===== config.mk =====
export PLATFORM = sky130hd
export DESIGN_NAME = gshare_pht
export DESIGN_NICKNAME = d
export VERILOG_FILES = /design/src/rtl/gshare_pht_pkg.sv /design/src/rtl/gshare_pht_mem.sv /design/src/rtl/gshare_pht.sv
export SDC_FILE = /design/constraint.sdc
export NUM_CORES = 1
export LEC_CHECK = 0
export CAP_MARGIN = 20
export CORE_ASPECT_RATIO = 2
export CORE_UTILIZATION = 40
export CTS_CLUSTER_SIZE = 28
export DETAILED_ROUTE_END_ITERATION = 10
export PLACE_DENSITY = 0.58
export SETUP_SLACK_MARGIN = 0.4
export SLEW_MARGIN = 20
export SYNTH_ARGS = -nofsm -noshare
export SYNTH_HDL_FRONTEND = slang
export SYNTH_SLANG_ARGS = --single-unit

===== constraint.sdc =====
create_clock -name clk -period 3.4 [get_ports clk]
set_input_delay 1.02 -clock clk [delete_from_list [all_inputs] [get_ports clk]]
set_output_delay 1.02 -clock clk [all_outputs]
set_load 0.01 [all_outputs]

===== src/rtl/gshare_pht_pkg.sv =====
// gshare_pht_pkg
//   Shared definitions for the gshare pattern history table: the 2-bit
//   counter encoding (common with the counter update FSM), the default
//   table geometry, the post-reset fill value and the PC bit where the
//   table index starts.
package gshare_pht_pkg;

    // Saturating branch counter, MSB is the taken prediction.
    typedef enum logic [1:0] {
        CNT_SNT = 2'b00,  // strongly not-taken
        CNT_WNT = 2'b01,  // weakly not-taken
        CNT_WT  = 2'b10,  // weakly taken
        CNT_ST  = 2'b11   // strongly taken
    } cnt_e;

    localparam int          IDX_W_DEF    = 6;
    localparam int          CNT_W_DEF    = 2;
    localparam logic [1:0]  INIT_CNT_DEF = CNT_WNT;

    // Instructions are word aligned, so the index starts above the byte offset.
    localparam int          PC_IDX_LSB   = 2;

endpackage


===== src/rtl/gshare_pht_mem.sv =====
// gshare_pht_mem
//   2^IDX_W x CNT_W counter array with one synchronous write port and two
//   registered read ports. A read that hits the address being written on
//   the same edge returns the new data (write-first).
//
// Ports
//   clk      clock
//   we       write enable
//   waddr    write address
//   wdata    write data
//   raddr_a  read port A address (sampled at the edge)
//   rdata_a  read port A data, valid the cycle after the address edge
//   raddr_b  read port B address
//   rdata_b  read port B data
module gshare_pht_mem
    import gshare_pht_pkg::*;
#(
    parameter int IDX_W = IDX_W_DEF,
    parameter int CNT_W = CNT_W_DEF
) (
    input  logic             clk,
    input  logic             we,
    input  logic [IDX_W-1:0] waddr,
    input  logic [CNT_W-1:0] wdata,
    input  logic [IDX_W-1:0] raddr_a,
    output logic [CNT_W-1:0] rdata_a,
    input  logic [IDX_W-1:0] raddr_b,
    output logic [CNT_W-1:0] rdata_b
);

    localparam int DEPTH = 1 << IDX_W;

    logic [CNT_W-1:0] mem [DEPTH];

    // NOTE: the array has no reset; the owner fills it with a sweep after
    // reset, which keeps this a plain RAM. Non-blocking assignments keep the
    // read of the old contents and the write on the same edge ordered
    // correctly.
    always_ff @(posedge clk) begin
        if (we) begin
            mem[waddr] <= wdata;
        end
        rdata_a <= (we && (waddr == raddr_a)) ? wdata : mem[raddr_a];
        rdata_b <= (we && (waddr == raddr_b)) ? wdata : mem[raddr_b];
    end

endmodule


===== src/rtl/gshare_pht.sv =====
// gshare_pht
//   Gshare pattern history table. Lookups index the table with
//   PC ^ global history and return a prediction one cycle later. Resolved
//   branches read their entry, hand counter and outcome to the external
//   counter FSM, and commit the FSM's next counter two cycles after
//   acceptance. After reset every entry is swept to INIT_CNT before any
//   request is accepted.
//
// Ports
//   clk, reset            clock, synchronous active-high reset
//   lkp_valid/lkp_pc      prediction request
//   lkp_ready             table accepts requests (sweep done)
//   pred_valid/taken/idx  prediction result, one cycle after acceptance
//   upd_valid/idx/taken   branch resolution
//   upd_ready             same as lkp_ready
//   fsm_torn/fsm_cnt      outcome and current counter to the FSM
//   fsm_wr_en/wr_data     FSM result, meaningful in the cycle after fsm_cnt
module gshare_pht
    import gshare_pht_pkg::*;
#(
    parameter int               IDX_W    = IDX_W_DEF,
    parameter int               PC_W     = 32,
    parameter int               CNT_W    = CNT_W_DEF,
    parameter logic [CNT_W-1:0] INIT_CNT = INIT_CNT_DEF
) (
    input  logic             clk,
    input  logic             reset,
    input  logic             lkp_valid,
    input  logic [PC_W-1:0]  lkp_pc,
    output logic             lkp_ready,
    output logic             pred_valid,
    output logic             pred_taken,
    output logic [IDX_W-1:0] pred_idx,
    input  logic             upd_valid,
    input  logic [IDX_W-1:0] upd_idx,
    input  logic             upd_taken,
    output logic             upd_ready,
    output logic             fsm_torn,
    output logic [CNT_W-1:0] fsm_cnt,
    input  logic             fsm_wr_en,
    input  logic [CNT_W-1:0] fsm_wr_data
);

    localparam int PC_IDX_MSB = PC_IDX_LSB + IDX_W - 1;

    logic             init_busy;
    logic [IDX_W-1:0] init_cnt;
    logic [IDX_W-1:0] ghr;

    logic             lkp_fire;
    logic             upd_fire;
    logic [IDX_W-1:0] lkp_idx;

    // Update pipeline: stage 1 is the FSM evaluation cycle, stage 2 the
    // write-back cycle.
    logic             v1, v2;
    logic [IDX_W-1:0] idx1, idx2;
    logic             torn1;

    logic             mem_we;
    logic [IDX_W-1:0] mem_waddr;
    logic [CNT_W-1:0] mem_wdata;
    logic [CNT_W-1:0] rd_lkp;
    logic [CNT_W-1:0] rd_upd;

    // PC bits outside the index field do not take part in the hash.
    logic unused_pc;
    assign unused_pc = ^{lkp_pc[PC_W-1:PC_IDX_MSB+1], lkp_pc[PC_IDX_LSB-1:0]};

    assign lkp_ready = !init_busy;
    assign upd_ready = !init_busy;
    assign lkp_fire  = lkp_valid && !init_busy;
    assign upd_fire  = upd_valid && !init_busy;
    assign lkp_idx   = lkp_pc[PC_IDX_MSB:PC_IDX_LSB] ^ ghr;

    // Single write port: the sweep owns it while busy; afterwards only a
    // stage-2 FSM result may write. The FSM's wr_en is free-running, so it
    // is qualified with v2 here. Nothing commits on a reset edge.
    // NOTE: every always_comb output gets a default first so no path can
    // leave it unassigned and infer a latch.
    always_comb begin
        mem_we    = 1'b0;
        mem_waddr = init_cnt;
        mem_wdata = INIT_CNT;
        if (reset) begin
            mem_we = 1'b0;
        end else if (init_busy) begin
            mem_we = 1'b1;
        end else if (v2 && fsm_wr_en) begin
            mem_we    = 1'b1;
            mem_waddr = idx2;
            mem_wdata = fsm_wr_data;
        end
    end

    gshare_pht_mem #(
        .IDX_W (IDX_W),
        .CNT_W (CNT_W)
    ) u_mem (
        .clk     (clk),
        .we      (mem_we),
        .waddr   (mem_waddr),
        .wdata   (mem_wdata),
        .raddr_a (lkp_idx),
        .rdata_a (rd_lkp),
        .raddr_b (upd_idx),
        .rdata_b (rd_upd)
    );

    always_ff @(posedge clk) begin
        if (reset) begin
            init_busy  <= 1'b1;
            init_cnt   <= '0;
            ghr        <= '0;
            pred_valid <= 1'b0;
            pred_idx   <= '0;
            v1         <= 1'b0;
            v2         <= 1'b0;
            idx1       <= '0;
            idx2       <= '0;
            torn1      <= 1'b0;
        end else begin
            if (init_busy) begin
                init_cnt <= init_cnt + 1'b1;
                if (init_cnt == '1) begin
                    init_busy <= 1'b0;
                end
            end

            pred_valid <= lkp_fire;
            if (lkp_fire) begin
                pred_idx <= lkp_idx;
            end

            // Lookups on this edge already used the old history above.
            v1 <= upd_fire;
            if (upd_fire) begin
                idx1  <= upd_idx;
                torn1 <= upd_taken;
                ghr   <= {ghr[IDX_W-2:0], upd_taken};
            end

            v2   <= v1;
            idx2 <= idx1;
        end
    end

    // The read counter is meaningless without a prediction, so the output is
    // held low otherwise.
    assign pred_taken = pred_valid && rd_lkp[CNT_W-1];
    assign fsm_torn   = torn1;

    // An older update to the same entry that is committing now was not yet
    // in the array when this one was read: take its result directly.
    assign fsm_cnt = (v2 && fsm_wr_en && (idx2 == idx1)) ? fsm_wr_data : rd_upd;

endmodule

# Word-level counts from Yosys, hierarchy flattened
# Memories as Yosys holds them, arrays and structs flattened. A register that Yosys moved wholly into a read port is not among the register bits.
# Index checks and enable logic that the tools add are counted.
[totals] regBits=35 input_bits=46 elab_cells=35 ramBits=128 memories=1
[classes] addsub=1 muxes=14 bitwise_logic=1 n_reduce_logical=6 n_eq_ne=2
[memory_table] name="u_mem.mem" depth=64 word_bits=2 read_ports=2 rd_ports_with_merged_regs=2 wr=1 line="gshare_pht_mem.sv:33" rtl="logic [CNT_W-1:0] mem [DEPTH];"
[ops] cell="6-bit two-way mux" count=3
[ops] cell="2-bit two-way mux" count=4
[ops] cell="1-bit two-way mux" count=7
[ops] cell="6-bit by 1-bit adder with 6-bit output (second input constant)" count=1
[ops] cell="6-bit equality test" count=1
[ops] cell="6-bit equality test (second input constant)" count=1
[ops] cell="6-bit XOR" count=1
[ops] cell="1-bit logical AND" count=5
[ops] cell="1-bit zero test" count=1

# Depth between registers and ports, before layout
[depth] depth_word=6 ltp_mapped=8 depth_no_buf=6

# Hierarchy
# A second synthesis with hierarchy kept.
[hier_totals] hier_cells=567 hier_area_um2=8135.3
[modules_own_cells] module="gshare_pht_mem" cells_per_inst=415 seq_area_each_um2=4083.9 area_each_um2=6715.2 n_inst=1
[modules_own_cells] module="gshare_pht" cells_per_inst=152 seq_area_each_um2=680.7 area_each_um2=1420.1 n_inst=1

# Worst setup path after synthesis
# No wires, ideal clock.
[synth_timing] path_type="input port to output port" from="input port fsm_wr_en" to="output port fsm_cnt[1]" t_required_ps=2380 arrival_ps=1910 stages=6 path_slack_ps=470 path_cell_list="nand2_1 nor4_1 nand4_1 o211ai_1 nor3_1 a211o_1"
[synth_via] elab_chain_len=3
[synth_rtl] element="start, declared" line="gshare_pht.sv:40" rtl="input logic fsm_wr_en,"
[synth_rtl] element="1-bit logical AND (2 in series)" line="gshare_pht.sv:155" rtl="assign fsm_cnt = (v2 && fsm_wr_en && (idx2 == idx1)) ? fsm_wr_data : rd_upd;"
[synth_rtl] element="2-bit two-way mux" line="gshare_pht.sv:155"
[synth_rtl] element="end, declared" line="gshare_pht.sv:39" rtl="output logic [CNT_W-1:0] fsm_cnt,"
# No other way between the ends.

==> parameters.txt <==
Parameter                              Value

Worst setup path
  Startpoint types ... flop
  Number of cell instances on the worst register-to-register path ... 7
  Largest fanout on the critical path ... 8
  Worst setup EP type ... output pin
  WP data arrival ... 2.48 ns
  Worst Setup Path Type ... flop to output pin
  Required @ worst endpoint ... 2.38 ns
  Worst-case register-to-register setup slack ... 0.99 ns

Cells and area
  Area growth syn-to-layout ... 21.0%
  Proportion of layout cells with a drive suffix above 1 ... 0.212
  Number of cells in the finished layout apart from fillers ... 887
  Post-route standard cell area excluding fillers ... 9260 um2
  Diode count ... 0
  Number of nets in the layout ... 666
  Fin util ... 0.494

Power and ir drop
  Part of the total power dissipated in the clock network ... 0.421
  Proportion of power drawn by combinational gates ... 0.059
  Worst IR Drop VDD ... 0.381 mV
  Switching power share of the total ... 0.207
  Switching power total ... 0.000912 W
  Power share of the sequential group ... 0.520
  Static power due to leakage ... 3.39 nW
  Power density over cell area ... 475 nW/um2
  Internal ... 0.00348 W

CTS
  Root Buffer Master ... clkbuf_16
  CTS clk-pin slew, worst paths ... 0.06 ns
  Num Clock Sinks ... 174
  Clock buffer depth ... 2
  CTS H-Tree Depth ... 4
  Clock tree from TritonCTS ... yes
  Clock latency on the worst-skew pair ... 0.43 ns
  Hold Buf Count CTS ... 0
  Num CTS Buffers ... 17

Synth
  Share of synthesized registers carrying an async set or reset ... 0
  Netlist area before placement ... 7660 um2
  Count of flip-flops with a built-in enable after synthesis ... 128
  Compound-Gate Fraction of Synth Area ... 0.0544
  Most area-hungry cell type in the Yosys netlist ... edfxtp_1
  Mean Syn Cell Area ... 14.0 um2
  Post-synthesis simple-gate area fraction ... 0.111
  Prevailing post-synth register cell ... edfxtp_1
  Flip-flop and latch count after synthesis ... 174
  Area share of the leading cell type in the synthesized netlist ... 0.502
  Synth warn ... 0
  Top cells by area in the synthesized netlist ... edfxtp_1 (50%), dfxtp_1 (12%), mux4_2 (9.7%), mux2i_1 (5.0%), nor2_1 (4.1%)
  Post-Synthesis Net Count ... 594
  Post-synthesis share of cell area spent on full adders, half adders and majority gates ... 0.00163
  Synth top cells by count ... edfxtp_1 (128), nor2_1 (84), dfxtp_1 (46)
  Most frequently used cell type in the post-synthesis netlist ... edfxtp_1
  Main combinational cell family by area after synthesis ... multiplexers
  Portion of netlist area occupied by mux cells ... 0.171
  Number of distinct library cells after synthesis ... 52
  Count of mapped cells out of synthesis ... 547
  Xor/xnor cell area share of the yosys netlist ... 0.0183
  Post-synthesis sequential area ratio ... 0.622

Global route
  Overall overflow remaining after global route ... 0
  Vias in the first global route ... 5194
  Pin count of the biggest net entering global routing ... 65
  Antenna violations before repair ... 0
  GRT Overall Usage ... 0.216
  First-pass GRT wire length ... 30.1 mm

Timing
  Setup tns final ... -0.229 ns
  Setup repair after global routing missed its margin ... true
  Setup violators final ... 3
  Clock Skews ... 0.00605 ns
  Minimum clock period ... 3.50 ns
  Setup WS post-layout ... -0.0964 ns
  Tcrit/Tclk final ... 1.03
  Final count of hold timing violations ... 0
  Actual transition at the worst max-transition pin ... 0.633 ns
  Slew HR ... 0.578
  Post-route worst hold slack ... 0.463 ns
  Final count of pins violating max slew ... 0
  Highest attainable clock frequency ... 0.286 GHz

Floorplanning
  Width of the chip ... 99.8 um
  Total Die Area ... 19700 um2
  Initial standard-cell utilization of the core ... 0.408
  Overall die height ... 198 um
  Boundary Pins ... 59
  Core Region ... 18700 um2
  Std cell rows ... 71

Drt
  Final WL ... 19.7 mm
  DRC viols ... 0
  DRT Pass-1 Iters ... 5
  Number of vias after detailed routing ... 4857
  Number of nets with antenna violations after routing ... 0
  Post-detailed-route wirelength per cell ... 22.2 um
  Number of vias per cell after detailed routing ... 5.48
  Iteration-0 DRC Markers ... 306

Min path
  Worst Hold Path Cells ... 1
  Hold crit path type ... flop to flop

Placed design
  Post-detailed-placement cell area ... 8630 um2
  Buffers on Ports ... 32
  Half-perimeter wire length after detailed placement ... 14.4 mm
  Number of placed instances, taps included ... 852
  Placer congestion estimate ... 0.886

Flow run
  Total of max-cap violations ... 0

Run status
  Outcome ... finished, violations left
  Violations in the final reports ... setup timing
cell families (layout without fill, tap and decap cells):
| family | Yosys count | after routing |
|---|---|---|
| fa+ha+maj | 1 | 1 |
| compound gates | 61 | 61 |
| xor+xnor | 16 | 16 |
| simple gates | 183 | 183 |
| buf+inv | 31 | 116 |
| mux | 81 | 81 |
| flops | 174 | 174 |
path summary, 6_finish.rpt:
check | start | end
setup / recovery | flop | fsm_cnt[1]
hold / removal | v1$_SDFF_PP0_ | v2$_SDFF_PP0_
setup reg to reg | init_busy$_SDFF_PP1_ | u_mem.mem[53][1]$_DFFE_PP_
hold reg to reg | v1$_SDFF_PP0_ | v2$_SDFF_PP0_
cell type report:
type	count	area, um2
Fill cell	1651	9480
Sequential cell	174	4770
Multi-Input combinational cell	342	2750
Timing Repair Buffer	80	830
Clock buffer	28	542
Tap cell	255	319
Clock inverter	4	27.5
Inverter	4	15.0
power groups by stage:
stage / Sequential (W) / Combinational, W / Clock [W]
floorplan: 0.00232 / 0.000139 / 0
global route: 0.00229 / 0.000275 / 0.00196
global placement: 0.00233 / 0.000248 / 0
detailed placement: 0.00233 / 0.000250 / 0
finish: 0.00229 / 0.000259 / 0.00185
CTS: 0.00229 / 0.000257 / 0.00188
through the flow:
stage          power, W  worst slack [ns]
2_1_floorplan   0.00246             0.470
3_3_place_gp    0.00258            -0.565
5_1_grt         0.00452            -0.183
3_5_place_dp    0.00258            -0.577
4_1_cts         0.00443            -0.166
6_report        0.00440           -0.0964
metal layers:
metal,GRT usage,wire (um),vias to the layer above
met2,0.409,11200,169
li1,-,-,2214
met3,0.0333,739,63
met5,0,0,-
met1,0.212,6620,2411
met4,0.141,1160,0
state kept, by name, summed over array words and instances (netlist names), named ones only:
signal and flops:
idx2 6, v1 1, init_cnt 6, pred_valid 1
init_busy 1, ghr 6, v2 1, u_mem.mem 128
idx1 6, pred_idx 6
worst max-delay path, cell delays in order (launching register included):
cell and delay, ns:
dfxtp_2 0.34, buf_12 0.15, buf_12 0.14, mux4_2 0.51
mux2i_2 0.22, nand3_1 0.13, o21ai_1 0.11, nor3_1 0.07
a211o_1 0.23, buf_2 0.14
cells in the final DEF (no fill, tap or decap), drive strengths merged, types with 4 or more instances in the layout:
cell type / count
nor2: 84
xor2: 13
nand3: 5
nor3: 4
a21oi: 16
nand2b: 12
clkdlybuf4s50: 28
nand2: 40
mux2i: 38
nor2b: 14
o21ai: 8
inv: 4
nand4: 4
dfxtp: 46
clkinv: 4
nand3b: 5
o22a: 6
a22oi: 7
mux2: 5
mux4: 38
buf: 51
clkbuf: 28
edfxtp: 128
repair_timing:
action / 4_1_cts / 5_1_grt
pin swaps: 9 / 3
resized for setup: 26 / 6
cloned: 1 / 0
endpoints found under the setup margin: 3 / 3
setup buffers: 2 / 0
(Power assumes the default switching activity.)
